`src/rtl/fifo_a2b_channel.sv`:
```
// FIFO channel between producer A and consumer B, with four method calls.
// Each call uses a req/busy handshake: enque, deque, is_finished, check_finished.
module fifo_a2b_channel #(
  parameter int DWIDTH = 32,
  parameter int AWIDTH = 4,
  parameter int DEPTH  = 16
) (
  input  logic                     clock,
  input  logic                     reset_n,
  input  logic                     ce,
  input  logic                     i_enque_req,
  input  logic signed [DWIDTH-1:0] i_enque_n_in,
  output logic                     o_enque_busy,
  input  logic                     i_deque_req,
  output logic                     o_deque_busy,
  output logic signed [DWIDTH-1:0] o_deque_return,
  input  logic                     i_is_finished_req,
  input  logic                     i_is_finished_in_finished,
  output logic                     o_is_finished_busy,
  input  logic                     i_check_finished_req,
  output logic                     o_check_finished_busy,
  output logic                     o_check_finished_return
);

  typedef enum logic {IDLE = 1'b0, ACTIVE = 1'b1} call_state_e;

  localparam logic [AWIDTH:0] FULL_COUNT = (AWIDTH + 1)'(DEPTH);

  call_state_e enq_state, deq_state, isf_state, chk_state;

  logic signed [DWIDTH-1:0] mem [DEPTH];
  logic        [AWIDTH-1:0] wr_ptr, rd_ptr;
  logic        [AWIDTH:0]   count;
  logic signed [DWIDTH-1:0] enq_data;
  logic                     fin_data;
  logic                     finished;
  logic                     enq_done, deq_done;

  // Both conditions look at the pre-edge count, so full+deque and
  // empty+enque each let one side through and stall the other for a cycle.
  assign enq_done = (enq_state == ACTIVE) && (count < FULL_COUNT);
  assign deq_done = (deq_state == ACTIVE) && (count != '0);

  assign o_enque_busy          = (enq_state == ACTIVE);
  assign o_deque_busy          = (deq_state == ACTIVE);
  assign o_is_finished_busy    = (isf_state == ACTIVE);
  assign o_check_finished_busy = (chk_state == ACTIVE);

  // NOTE: storage is not reset; count and the pointers already mark every
  // entry invalid, and leaving it out keeps the array mappable onto RAM.
  always_ff @(posedge clock) begin
    if (ce && enq_done) mem[wr_ptr] <= enq_data;
  end

  // NOTE: all state updates use non-blocking assignments, so every condition
  // below sees pre-edge values. check_finished relies on this and returns the
  // old flag when is_finished completes on the same edge.
  always_ff @(posedge clock or negedge reset_n) begin
    if (!reset_n) begin
      enq_state               <= IDLE;
      deq_state               <= IDLE;
      isf_state               <= IDLE;
      chk_state               <= IDLE;
      wr_ptr                  <= '0;
      rd_ptr                  <= '0;
      count                   <= '0;
      enq_data                <= '0;
      fin_data                <= 1'b0;
      finished                <= 1'b0;
      o_deque_return          <= '0;
      o_check_finished_return <= 1'b0;
    end else if (ce) begin
      case (enq_state)
        IDLE: if (i_enque_req) begin
          enq_state <= ACTIVE;
          enq_data  <= i_enque_n_in;
        end
        ACTIVE: if (enq_done) begin
          wr_ptr    <= wr_ptr + 1'b1;
          enq_state <= IDLE;
        end
        default: enq_state <= IDLE;
      endcase

      case (deq_state)
        IDLE: if (i_deque_req) deq_state <= ACTIVE;
        ACTIVE: if (deq_done) begin
          o_deque_return <= mem[rd_ptr];
          rd_ptr         <= rd_ptr + 1'b1;
          deq_state      <= IDLE;
        end
        default: deq_state <= IDLE;
      endcase

      case (isf_state)
        IDLE: if (i_is_finished_req) begin
          isf_state <= ACTIVE;
          fin_data  <= i_is_finished_in_finished;
        end
        ACTIVE: begin
          finished  <= fin_data;
          isf_state <= IDLE;
        end
        default: isf_state <= IDLE;
      endcase

      case (chk_state)
        IDLE: if (i_check_finished_req) chk_state <= ACTIVE;
        ACTIVE: begin
          o_check_finished_return <= finished;
          chk_state               <= IDLE;
        end
        default: chk_state <= IDLE;
      endcase

      case ({enq_done, deq_done})
        2'b10:   count <= count + 1'b1;
        2'b01:   count <= count - 1'b1;
        default: count <= count;
      endcase
    end
  end

endmodule

```
`config.mk`:
```
export PLATFORM = sky130hd
export DESIGN_NAME = fifo_a2b_channel
export DESIGN_NICKNAME = d
export VERILOG_FILES = /design/src/rtl/fifo_a2b_channel.sv
export SDC_FILE = /design/constraint.sdc
export NUM_CORES = 1
export LEC_CHECK = 0
export ABC_AREA = 1
export BUFFER_PORTS_ARGS = -buffer_cell sky130_fd_sc_hd__buf_2
export CAP_MARGIN = 20
export CORE_MARGIN = 3
export CORE_UTILIZATION = 56
export CTS_CLUSTER_DIAMETER = 50
export DETAILED_ROUTE_END_ITERATION = 16
export HOLD_SLACK_MARGIN = 0.02
export PLACE_DENSITY = 0.86
export SLEW_MARGIN = 10
export SYNTH_ARGS = -nofsm -noshare
export SYNTH_HDL_FRONTEND = slang
export SYNTH_SLANG_ARGS = --single-unit
export TNS_END_PERCENT = 10
```
`constraint.sdc`:
```
create_clock -name clock -period 2.7 [get_ports clock]
set_input_delay 0.405 -clock clock [delete_from_list [all_inputs] [get_ports clock]]
set_output_delay 0.405 -clock clock [all_outputs]
set_load 0.01 [all_outputs]
```
# [Word-level counts from Yosys, hierarchy flattened]
# Memories as Yosys holds them, arrays and structs flattened. A register that Yosys moved wholly into a read port is not among the register bits.
# Cells that the tools add are included.
# W data, S select, Z words.
[word_totals] output_inout_bits=37 mem_count=1 ff_bits=52 latchBits=0 ramBits=512 wordCells=49 rom_bits=0
[mem_list] name="mem" words=16 word_bits=32 read_ports=1 rd_ports_with_merged_regs=1 write_ports=1 line_no="31" source="logic signed [DWIDTH-1:0] mem [DEPTH];"
[classes] mux=13 addsub=4 n_div=0 n_eq_ne=2 bitwise=4 order_cmp=1 shift=0 n_mul=0 n_reduce_logical=13
[ops] cell="$reduce_and A3 Y1" count=4
[ops] cell="$pmux W5 S2" count=1
[ops] cell="$add A4 B1 Y4 const B" count=2
[ops] cell="$mux W1" count=8
[ops] cell="$pmux W1 S2" count=4
[ops] cell="$reduce_and A2 Y1" count=3
[ops] cell="$add A5 B1 Y5 const B" count=1
[ops] cell="$lt A5 B5 Y1 const B" count=1
[ops] cell="$reduce_bool A5 Y1" count=1
[ops] cell="$sub A5 B1 Y5 const B" count=1
[ops] cell="$not A1 Y1" count=4
[ops] cell="$logic_and A1 B1 Y1" count=3
[ops] cell="$eq A2 B1 Y1 const B" count=1
[ops] cell="$eq A2 B2 Y1 const B" count=1
[ops] cell="$reduce_bool A2 Y1" count=1
[ops] cell="$logic_not A1 Y1" count=1

# [Longest topological paths before layout]
# Gate-level depths: netlist of the first run.
[depth] ltp_word=5 mapped_depth=13 mapped_depth_nobuf=13

# [Worst setup path after synthesis of the first run]
# Ideal clock, no wire load.
[synth_timing] path_type="input port to flip-flop" start="input port ce" end="memory mem[11][0], enable pin" cell_stages=5 setup_time_ns=0.421 path_slack_ns=-0.276 arrival_ns=2.555 required_time_ns=2.279 path_buffers=1 cell_sequence="buf_2 -> inv_1 -> nor2_1 -> nand2_1 -> nor2_1"
[synth_via] elab_chain_len=3
[synth_lines] item="from (decl)" line_no="10" source="input logic ce,"
[synth_lines] item="$logic_and A1 B1 Y1" line_no="52" source="if (ce && enq_done) mem[wr_ptr] <= enq_data;"
[synth_lines] item="$mux W1" line_no="52"
[synth_lines] item="$mux W1 (not written as such)" line_no="52"
[synth_lines] item="to (decl)" line_no="31"
# No other way between the ends.

==> flow_metrics.env, run 1 <==
export IMPL_p_leak_nw=9.393
export IMPL_fin_nets=1881
export IMPL_cp_end_kind="flop"
export IMPL_dieArea_mm2=0.04406
export IMPL_maxCapViolCount=0
export IMPL_die_h_um=209.9
export IMPL_grt_ovfl_total=0
export IMPL_fill_cells=2637
export IMPL_cp_start_kind="flop"
export IMPL_post_dp_cell_area_mm2=0.02466
export IMPL_routed_wirelength_mm=56.88
export IMPL_max_slew_margin_pct=41.97
export IMPL_antenna_found_initial=2
export IMPL_drtIter0Drc=2197
export IMPL_area_growth_pct=13.50
export IMPL_critPathLaunch="rd_ptr[0]"
export IMPL_design_core_area_mm2=0.04092
export IMPL_wl_per_cell_um=23.58
export IMPL_status="finished clean"
export IMPL_worst_clock_skew_ns=0.02572
export IMPL_reg2reg_depth=10
export IMPL_path_clk_slew_ns=0.07
export IMPL_yosysWarnings=0
export IMPL_grt_pass1_vias=15270
export IMPL_drcViolationCount=0
export IMPL_ant_nets=0
export IMPL_cts_sinks=596
export IMPL_final_cell_mix="512 x edfxtp_1, 239 x nor2_1, 224 x nand2_1"
export IMPL_root_buffer="clkbuf_16"
export IMPL_initial_core_util_pct=56.90
export IMPL_viasPerCell=6.320
export IMPL_setup_viol=0
export IMPL_synth_edf_count=512
export IMPL_syn_nets=1791
export IMPL_slew_violations=0
export IMPL_drive_above_1_share_pct=14.84
export IMPL_syn_area_mm2=0.02329
export IMPL_async_flop_share_pct=14.09
export IMPL_ys_ff_latch=596
export IMPL_fin_crit_sh_pct=84.99
export IMPL_cts_htree_levels=2
export IMPL_grt_max_degree=133
export IMPL_grt_pass1_wl_mm=87.63
export IMPL_rrSetupSlack_ns=0.41
export IMPL_hold_path_class="in -> reg"
export IMPL_rsz0062_at_grt="no"
export IMPL_numCtsBuffers=56
export IMPL_vias=15250
export IMPL_finalPower_mw=30.48
export IMPL_die_x_um=209.9
export IMPL_worst_r2r_endpoint="o_deque_return[31]"
export IMPL_portBuffers=76
export IMPL_dp_final_hpwl_mm=32.59
export IMPL_setup_slack_ns=0.4052
export IMPL_worstReg2RegStart="rd_ptr[0]"
export IMPL_fmax_mhz=435.8
export IMPL_clock_path_buffers=3
export IMPL_crit_fanout=59
export IMPL_n_antenna_cell=0
export IMPL_worstPathArrival_ns=2.83
export IMPL_holdPathStages=2
export IMPL_cts_tree="done"
export IMPL_cp_required_ns=3.23
export IMPL_peakVddDrop_mv=0.6995
export IMPL_row_count=74
export IMPL_final_cell_area_mm2=0.02643
export IMPL_synthCells=1743
export IMPL_final_common_cell="edfxtp_1"
export IMPL_period_minus_slack_ns=2.295
export IMPL_tightest_slew_ns=0.8705
export IMPL_yosysSeqAreaShare_pct=75.05
export IMPL_place_congestion=0.8861
export IMPL_final_util_pct=64.58
export IMPL_ys_types=29
export IMPL_syn_avg_cell_area_um2=13.36
export IMPL_min_to="enq_data[25]"
export IMPL_finalHoldViolations=0
export IMPL_hold_start="i_enque_n_in[25]"
export IMPL_ys_flop_type="edfxtp_1"
export IMPL_grt_util_all_layers_pct=25.85
export IMPL_cellPowerDensity_mw_per_mm2=1153
export IMPL_firstDrtPassIters=6
export IMPL_worstSetupPathType="reg -> reg"
export IMPL_pre_cts_slack_ns=0.4762
export IMPL_io_pins=77
export IMPL_clk_latency_ns=0.60
==> metal layers <==
metal	global-route usage [%]	wire length (µm)	up-vias
met5	0	11	-
met4	9.099	1716	2
met2	41.64	27410	1125
li1	-	-	6569
met3	5.007	6715	166
met1	35.90	21030	7383
==> worst max-delay path, stage by stage, from the launching register on <==
cell	delay [ns]
dfrtp_4	0.53
inv_6	0.35
buf_4	0.34
o21ai_0	0.13
o22ai_1	0.19
nor2_1	0.09
nor2_1	0.16
o21ai_1	0.10
nand2_1	0.13
nand2_1	0.07
nand2_1	0.09
==> per-stage QoR <==
stage | setup TNS [ns] | std cells | hold slack, ns
4_1_cts | 0 | 2412 | 0.02295
2_1_floorplan | -126.00 | 1743 | 0.1094
3_5_place_dp | 0 | 2305 | 0.4601
6_report | 0 | 2412 | 0.03850
5_1_grt | 0 | 2412 | 0.03716
3_3_place_gp | 0 | 2304 | 0.4600
==> cell usage after synthesis, types with 9 or more instances <==
master / number / area (µm²)
o211ai_1: 15 / 112.6
buf_1: 9 / 33.78
o22ai_1: 59 / 369.1
a21oi_1: 46 / 230.2
nand3_1: 32 / 160.2
clkbuf_1: 47 / 176.4
dfrtp_1: 84 / 2102
mux2i_1: 26 / 260.3
o21ai_1: 40 / 200.2
mux2_2: 32 / 360.4
o221ai_1: 44 / 385.4
o21ai_0: 211 / 1056
inv_1: 26 / 97.59
edfxtp_1: 512 / 15370
buf_2: 38 / 190.2
nand2_1: 225 / 844.6
nor2_1: 256 / 960.9
==> state kept, by name (all words and copies together), names as in the netlist, 4 cells and up <==
register,count
wr_ptr,4
mem,512
o_deque_return,32
count,5
rd_ptr,4
enq_data,32
==> cell families (layout without fill, tap and decap cells) <==
logic type               Yosys count  count (layout)  synth area share [%]
AO/OA/AOI/OAI                    418             418                 10.19
XOR/XNOR                           8               8                0.3009
adder cells (fa/ha/maj)            8               8                0.4299
buffers and inverters            136             273                 2.762
flip-flops                       596             596                 75.05
multiplexers                      58              58                 2.665
AND/OR/NAND/NOR                  519             519                 8.597
==> worst max path at each step <==
stage / slack, ns / cells past startpoint / to
after floorplan: -0.28 / 5 / mem[11][0]
after global placement: 0.53 / 6 / mem[6][29]
after detailed placement: 0.48 / 6 / mem[6][28]
after CTS: 0.46 / 10 / o_deque_return[31]
after global routing: 0.33 / 10 / o_deque_return[31]
final: 0.41 / 10 / o_deque_return[31]
==> timing repair <==
item,4_1_cts,5_1_grt
setup buffers,0,0
gates resized for setup,0,0
hold endpoints to repair,52,0
hold buffers,2,0
==> cell type report <==
class	count	area, µm²	share of cell area (%)
Clock inverter	28	200.2	0.7574
Tap cell	532	665.6	2.518
Clock buffer	77	1550	5.865
Multi-Input combinational cell	1011	5296	20.04
Timing Repair Buffer	140	1126	4.261
Inverter	28	110.1	0.4166
Sequential cell	596	17480	66.14
==> where the power goes <==
group          switching [mW]  total [mW]  internal [mW]
clock network            3.33        7.46           4.13
logic                    6.21        9.05           2.84
registers                1.75        14.0           12.2
total                    11.3        30.5           19.2
Power figures use the tool's default switching activity.
==> run 2: changes to the inputs <==
- CORE_UTILIZATION: 56 -> 60
- PLACE_DENSITY: 0.86 -> 0.87
- clock period: 2.7 -> 2.4 ns (I/O delays scaled with it)
==> flow_metrics.env, run 2 (same netlist as run 1, synthesis figures left out) <==
export IMPL_grt_pass1_wl_mm=90.51
export IMPL_ant_nets=0
export IMPL_final_cell_mix="512 x edfxtp_1, 238 x nor2_1, 224 x nand2_1"
export IMPL_worst_r2r_endpoint="mem[5][18]"
export IMPL_setup_slack_ns=0.1875
export IMPL_holdWs_ns=0.02759
export IMPL_crit_family="simple AND/OR/NAND/NOR gates"
export IMPL_tightest_slew_ns=0.7808
export IMPL_firstDrtPassIters=7
export IMPL_slowest_delay_ns=0.40
export IMPL_design_core_area_mm2=0.03793
export IMPL_fin_crit_sh_pct=92.19
export IMPL_io_pins=77
export IMPL_crit_fanout=9
export IMPL_grt_max_degree=91
export IMPL_cts_htree_levels=2
export IMPL_maxCapViolCount=0
export IMPL_cts_sinks=596
export IMPL_holdPathStages=2
export IMPL_instances_no_fill=2409
export IMPL_portBuffers=76
export IMPL_grt_pass1_vias=15670
export IMPL_path_clk_slew_ns=0.06
export IMPL_regMostFlops="mem"
export IMPL_n_antenna_cell=0
export IMPL_final_common_cell="edfxtp_1"
export IMPL_fin_tns_setup_ns=0
export IMPL_fin_nets=1898
export IMPL_worstPathArrival_ns=2.50
export IMPL_wl_per_cell_um=24.29
export IMPL_worstReg2RegStart="count[4]"
export IMPL_grt_ovfl_total=0
export IMPL_numCtsBuffers=56
export IMPL_clk_latency_ns=0.60
export IMPL_routed_wirelength_mm=58.51
export IMPL_drtIter0Drc=2166
export IMPL_cts_setup_buffers=0
export IMPL_dieArea_mm2=0.04121
export IMPL_slew_violations=0
export IMPL_area_growth_pct=15.64
export IMPL_hold_path_class="in -> reg"
export IMPL_hold_start="i_enque_n_in[13]"
export IMPL_fmax_mhz=452.0
export IMPL_worst_clock_skew_ns=0.02366
export IMPL_reg2reg_depth=6
export IMPL_cts_tree="done"
export IMPL_setup_viol=0
export IMPL_cpMostUsedCell="nand2_1"
export IMPL_vias=15470
export IMPL_root_buffer="clkbuf_16"
export IMPL_dp_cells=2276
export IMPL_min_to="enq_data[13]"
export IMPL_worstSetupPathType="reg -> reg"
export IMPL_largest_reg_flops=512
export IMPL_top_regs="mem (512), enq_data (32), o_deque_return (32)"
export IMPL_dp_final_hpwl_mm=31.99
export IMPL_clock_path_buffers=3
export IMPL_pre_cts_slack_ns=-0.008227
export IMPL_cellPowerDensity_mw_per_mm2=1331
export IMPL_cp_start_kind="flop"
export IMPL_finalHoldViolations=0
export IMPL_initial_core_util_pct=61.39
export IMPL_rrSetupSlack_ns=0.19
export IMPL_peakVddDrop_mv=0.8502
export IMPL_crit_chain="inv_1 -> nand2_1 -> nor2_2 -> nand2_1 -> nor2_4 -> buf_4"
export IMPL_cp_required_ns=2.69
export IMPL_grt_util_all_layers_pct=28.72
export IMPL_drcViolationCount=0
export IMPL_status="finished clean"
export IMPL_die_h_um=203
export IMPL_antenna_found_initial=0
export IMPL_drive_above_1_share_pct=14.59
export IMPL_rsz0062_at_grt="no"
export IMPL_p_leak_nw=9.611
export IMPL_period_minus_slack_ns=2.213
export IMPL_viasPerCell=6.422
export IMPL_crit_slowest_cell="dfrtp_1"
export IMPL_critPathBufInv=2
export IMPL_row_count=71
export IMPL_cp_end_kind="flop"
export IMPL_place_congestion=0.8750
export IMPL_max_slew_margin_pct=47.95
export IMPL_die_x_um=203
## run 2: what timing repair did
item	CTS	global route
endpoints found under the hold margin	71	0
hold buffers	27	0
resized for setup	1	0
endpoints found under the setup margin	16	0
## run 2: how the worst max path moves through the flow
| stage | startpoint | to | slack, ns | cells after the start |
|---|---|---|---|---|
| 2_1_floorplan | ce | mem[0][0] | -0.49 | 5 |
| 3_3_place_gp | ce | mem[5][20] | 0.06 | 6 |
| 3_5_place_dp | ce | mem[5][21] | -0.008 | 6 |
| 4_1_cts | count[4] | mem[5][18] | 0.20 | 6 |
| 5_1_grt | count[4] | mem[5][18] | 0.09 | 6 |
| 6_report | count[4] | mem[5][18] | 0.19 | 6 |
## run 2: metrics by stage
step,area (µm²),utilization (%),power [mW]
2_1_floorplan,23310,-,21.53
3_3_place_gp,24580,64.80,25.04
3_5_place_dp,24580,64.80,25.57
4_1_cts,26930,70.99,35.61
5_1_grt,26930,70.99,37.35
6_report,26930,70.99,35.86
## run 2: final cells by class
class | count | area (µm²)
clock buffers | 64 | 1473
clock inverters | 42 | 604.3
fillers | 2251 | 11000
inverters | 28 | 110.1
multi-input cells | 1011 | 5299
flip-flops and latches | 596 | 17480
well taps | 511 | 639.4
repair buffers | 157 | 1321
## run 2: metal layers
layer  GRT usage, %  vias to the layer above  wire, µm
li1               -                     6604         -
met1          38.96                     7384     20470
met2          46.41                     1264     28390
met3          5.515                      218      7225
met4          12.00                        0      2424
met5              0                        -         0
## run 2: where the power goes
group | switching, mW | internal, mW
clock | 3.85 | 6.03
sequential | 2.06 | 13.7
combinational | 6.97 | 3.19
total | 12.9 | 23.0
